## src/rtl/int2fp_cvt.sv

```systemverilog
// -----------------------------------------------------------------------------
// int2fp_cvt
// Sequential 32-bit integer to IEEE-754 single-precision converter. It feeds
// the X/Y operand bus of the FP add/sub unit and uses the same timing style:
// normalization shifts one bit per cycle, rounding gets its own cycle, and
// completion is flagged by a one-cycle pulse.
//
// Ports
//   clk     in   1   system clock, rising edge
//   rst     in   1   synchronous active-high reset (wins over everything)
//   Start   in   1   request conversion of X (only honoured while idle)
//   X       in  32   integer operand, captured on the accepted Start edge
//   busy    out  1   high while normalizing or rounding
//   cvtdone out  1   one-cycle completion pulse, FPX valid in the same cycle
//   FPX     out 32   {sign, exp[7:0], frac[22:0]}, held until next completion
//
// Parameter
//   SIGNED  1 = X is two's complement, 0 = X is an unsigned magnitude
// -----------------------------------------------------------------------------
module int2fp_cvt #(
  parameter bit SIGNED = 1'b1
) (
  input  logic        clk,
  input  logic        rst,
  input  logic        Start,
  input  logic [31:0] X,
  output logic        busy,
  output logic        cvtdone,
  output logic [31:0] FPX
);

  localparam logic [1:0] ST_WAIT = 2'd0;
  localparam logic [1:0] ST_NORM = 2'd1;
  localparam logic [1:0] ST_RND  = 2'd2;

  logic [1:0]  r_state;
  logic [1:0]  w_state_next;
  logic        r_s;
  logic [7:0]  r_e;
  logic [31:0] r_m;
  logic [31:0] r_fpx;
  logic        r_done;

  // Operand preparation for an accepted Start.
  logic        w_neg;
  logic [31:0] w_mag;
  logic        w_accept;

  assign w_neg    = SIGNED & X[31];
  // -2^31 negates to itself, which reads correctly as magnitude 2^31.
  assign w_mag    = w_neg ? (~X + 32'd1) : X;
  assign w_accept = (r_state == ST_WAIT) && Start;

  // Round-to-nearest-even on the normalized magnitude (M[31] is the hidden 1).
  logic [22:0] w_mant;
  logic        w_guard;
  logic        w_sticky;
  logic        w_lsb;
  logic        w_up;
  logic        w_carry;
  logic [22:0] w_frac;
  logic [7:0]  w_exp;

  assign w_mant   = r_m[30:8];
  assign w_guard  = r_m[7];
  assign w_sticky = |r_m[6:0];
  assign w_lsb    = r_m[8];
  assign w_up     = w_guard & (w_sticky | w_lsb);
  // An all-ones mantissa rounding up wraps to zero and bumps the exponent.
  assign w_carry  = w_up & (&w_mant);
  assign w_frac   = w_up ? (w_mant + 23'd1) : w_mant;
  assign w_exp    = r_e + {7'd0, w_carry};

  // State register.
  always_ff @(posedge clk) begin
    if (rst) begin
      r_state <= ST_WAIT;
    end else begin
      r_state <= w_state_next;
    end
  end

  // Next-state logic. A zero operand completes directly from Wait.
  always_comb begin
    w_state_next = ST_WAIT;
    case (r_state)
      ST_WAIT: w_state_next = (Start && (X != 32'd0)) ? ST_NORM : ST_WAIT;
      ST_NORM: w_state_next = r_m[31] ? ST_RND : ST_NORM;
      ST_RND:  w_state_next = ST_WAIT;
      default: w_state_next = ST_WAIT;
    endcase
  end

  // Outputs.
  always_comb begin
    busy    = (r_state != ST_WAIT);
    cvtdone = r_done;
    FPX     = r_fpx;
  end

  // Datapath. s/e/M only change on an accepted Start or during Norm, so a
  // Start or X change while busy cannot disturb a conversion in flight.
  always_ff @(posedge clk) begin
    if (rst) begin
      r_s    <= 1'b0;
      r_e    <= 8'd0;
      r_m    <= 32'd0;
      r_fpx  <= 32'd0;
      r_done <= 1'b0;
    end else begin
      r_done <= 1'b0;
      case (r_state)
        ST_WAIT: begin
          if (w_accept) begin
            if (X == 32'd0) begin
              r_fpx  <= 32'h0000_0000;
              r_done <= 1'b1;
            end else begin
              r_s <= w_neg;
              r_m <= w_mag;
              r_e <= 8'd158;
            end
          end
        end
        ST_NORM: begin
          if (!r_m[31]) begin
            r_m <= {r_m[30:0], 1'b0};
            r_e <= r_e - 8'd1;
          end
        end
        ST_RND: begin
          r_fpx  <= {r_s, w_exp, w_frac};
          r_done <= 1'b1;
        end
        default: begin
          r_done <= 1'b0;
        end
      endcase
    end
  end

endmodule

```

## config.mk

```make
export PLATFORM = sky130hd
export DESIGN_NAME = int2fp_cvt
export DESIGN_NICKNAME = d
export VERILOG_FILES = /design/src/rtl/int2fp_cvt.sv
export SDC_FILE = /design/constraint.sdc
export NUM_CORES = 1
export LEC_CHECK = 0
export BUFFER_PORTS_ARGS = -buffer_cell sky130_fd_sc_hd__clkbuf_2
export CAP_MARGIN = 40
export CELL_PAD_IN_SITES_DETAIL_PLACEMENT = 1
export CELL_PAD_IN_SITES_GLOBAL_PLACEMENT = 1
export CORE_AREA = 2 2 99 101
export DETAILED_ROUTE_END_ITERATION = 16
export DIE_AREA = 0 0 101 103
export PLACE_DENSITY = 0.92
export SLEW_MARGIN = 40
export SYNTH_ARGS = -nofsm -noshare
export SYNTH_HDL_FRONTEND = slang
export SYNTH_SLANG_ARGS = --single-unit
```

## constraint.sdc

```tcl
create_clock -name clk -period 7.4 [get_ports clk]
set_input_delay 1.48 -clock clk [delete_from_list [all_inputs] [get_ports clk]]
set_output_delay 1.48 -clock clk [all_outputs]
set_load 0.005 [all_outputs]
```

==> out/qor.yml <==
slew_violations: 0
core_area_mm2: 0.00946
vias: 3953
multi_input_area_mm2: 0.00253
ant_nets: 0
async_reset_ff_frac: 0
crit_fanout: 15
postLayoutCellArea_mm2: 0.00476
place_congestion: 0.854
antenna_found_initial: 0
synth_largest_area_cell: "dfxtp_1"
final_util: 0.503
endpoint_kind: "register"
detail_route.first_pass.iterations: 4
stdcell_count: 648
critical_path_class: "in2reg"
crit_family: "simple AND/OR/NAND/NOR gates"
cts_sinks: 76
htreeDepth: 3
max-slew-margin-rel: 0.499
gr-total-overflow: 0
cts-root-buf: "clkbuf_8"
tightestPinTransition_ns: 0.751
via_per_inst: 6.10
fin_skew_ns: 0.0101
cts_tree: "built"
worstPathArrival_ns: 4.17
rsz0062_at_grt: "false"
io_pins: 69
regArea_mm2: 0.00152
maxCapViolations: 0
synth_common_cells: "76 x dfxtp_1, 44 x nand2_1, 33 x xnor2_1, 29 x nor2_1"
drive_gt1_frac: 0.210
synth_edf_count: 0
yosysWarnings: 0
status: "finished, final reports clean"
ys_types: 59
place_inst: 635
synth.area.mux_share: 0.00714
max_clock_freq_ghz: 0.255
die_height_um: 103
grt_util_all_layers: 0.240
clockBufferDepth: 2
yosysSeqAreaShare: 0.362
timing.critical_path.buf_inv: 1
wl_per_cell_um: 19.2
hp-class: "reg2reg"
fin_total_pwr_uw: 945
layout_min_cycle_time_ns: 3.93
nNetsFinal: 572
fill_cells: 1150
synthXorXnorAreaFrac: 0.125
cts_resized: 0
dieWidth_um: 101
ys_ff_latch: 76
ctsHoldBuffers: 0
cp.required_ns: 7.64
setup_viol: 0
post-cts-setup-buffers: 0
fin_tns_setup_ns: 0
num_rows: 36
grt_pass1_vias: 3796
p_leak_uw: 0.00186
synth_most_common_cell: "dfxtp_1"
max-vdd-ir-drop_mv: 0.0668
first_iter_violations: 243
synth_top_flop_cell: "dfxtp_1"
synth_top_area_share: 0.362
routed_wl_um: 12400
finalHoldViolCount: 0
grt_first_pass_wirelength_um: 19700
synth_nets: 521
portBuffers: 68
antenna_cells: 0
drc: 0
clk_pin_slew_ns: 0.08
slowest_stage: "nand3_1"
fin_crit_sh: 0.531
die_area_mm2: 0.0104
synth_compound_area_frac: 0.241
synth_top_family_by_area: "compound AO/OA/AOI/OAI gates"
netlist_area_mm2: 0.00420
synthTopCellsByArea: "dfxtp_1 36%, xnor2_1 6.9%, a22o_1 5.6%"
start_kind: "primary input"
grt_max_degree: 39
placed_area_mm2: 0.00457
syn_area_per_cell_um2: 8.74
dp_hpwl_um: 9240
synthCells: 481
areaGrowthSynthToFinish_pct: 13.3
initial_utilization: 0.444
cp_cell_sequence: "clkbuf_2 > nor4_1 > nand4b_1 > or3_4 > nand3_1 > nor2_1 > a221o_1"
cp_slowest_stage_delay_ns: 0.58
synth-adder-area-share: 0.0149
insertion_delay_ns: 0.35
pwr_density_cell_mw_per_mm2: 198
yosys.area_share.simple: 0.207
cts_buffers: 9
path summary, 6_finish.rpt:
kind	from	end	slack, ns	cells past startpoint
min reg2reg	r_s	r_s	0.47	2
min	r_s	r_s	0.47	2
max reg2reg	r_m[8]	FPX[29]	4.24	11
max	X[20]	r_m[21]	3.47	7
layout make-up:
class,instances,area share
clock buffer,10,0.0289
clock inverter,3,0.00841
inverter,10,0.00788
multi-input combinational,366,0.532
sequential,76,0.320
tap,114,0.0300
timing repair buffer,69,0.0731
logic make-up after synthesis:
kind of cell	after synthesis
AO/OA/AOI/OAI	134
XOR/XNOR	60
adder cells (fa/ha/maj)	5
buffers and inverters	39
flip-flops	76
multiplexers	3
AND/OR/NAND/NOR	164
tightest hold or removal path, stage by stage (launching register included):
cell,delay [ns]
dfxtp_1,0.31
nand2_1,0.06
a21oi_1,0.06
power breakdown:
group | total (uW) | switching, uW | internal [uW]
Clock | 301 | 142 | 158
Sequential | 473 | 38.7 | 434
Combinational | 172 | 105 | 66.4
metal layers:
metal / wire length, um / part of all wire / track usage / vias to the layer above
li1: - / - / - / 1868
met5: 0 / 0 / 0 / -
met2: 5910 / 0.48 / 0.396 / 140
met1: 5550 / 0.45 / 0.322 / 1927
met3: 731 / 0.059 / 0.0427 / 18
met4: 235 / 0.019 / 0.0759 / 0
cell usage in the layout, fill, tap and decap left out, types with 16 or more instances in the layout:
cell type,count
clkbuf_2,68
nor3_1,16
dfxtp_1,76
a21oi_1,22
nor2_1,28
nand2_1,44
xor2_1,27
a22o_1,27
xnor2_1,33
o21ai_0,17
flip-flops by register name (all words and copies together), names as in the netlist:
name     count
FPX         32
r_m         32
r_e          8
r_state      2
cvtdone      1
r_s          1
through the flow:
step | hold WS, ns | setup WS [ns]
3_5_place_dp | 0.452 | 3.14
6_report | 0.470 | 3.47
5_1_grt | 0.494 | 3.30
3_3_place_gp | 0.451 | 3.26
2_1_floorplan | 0.436 | 3.87
4_1_cts | 0.471 | 3.51
(Power assumes the default switching activity.)
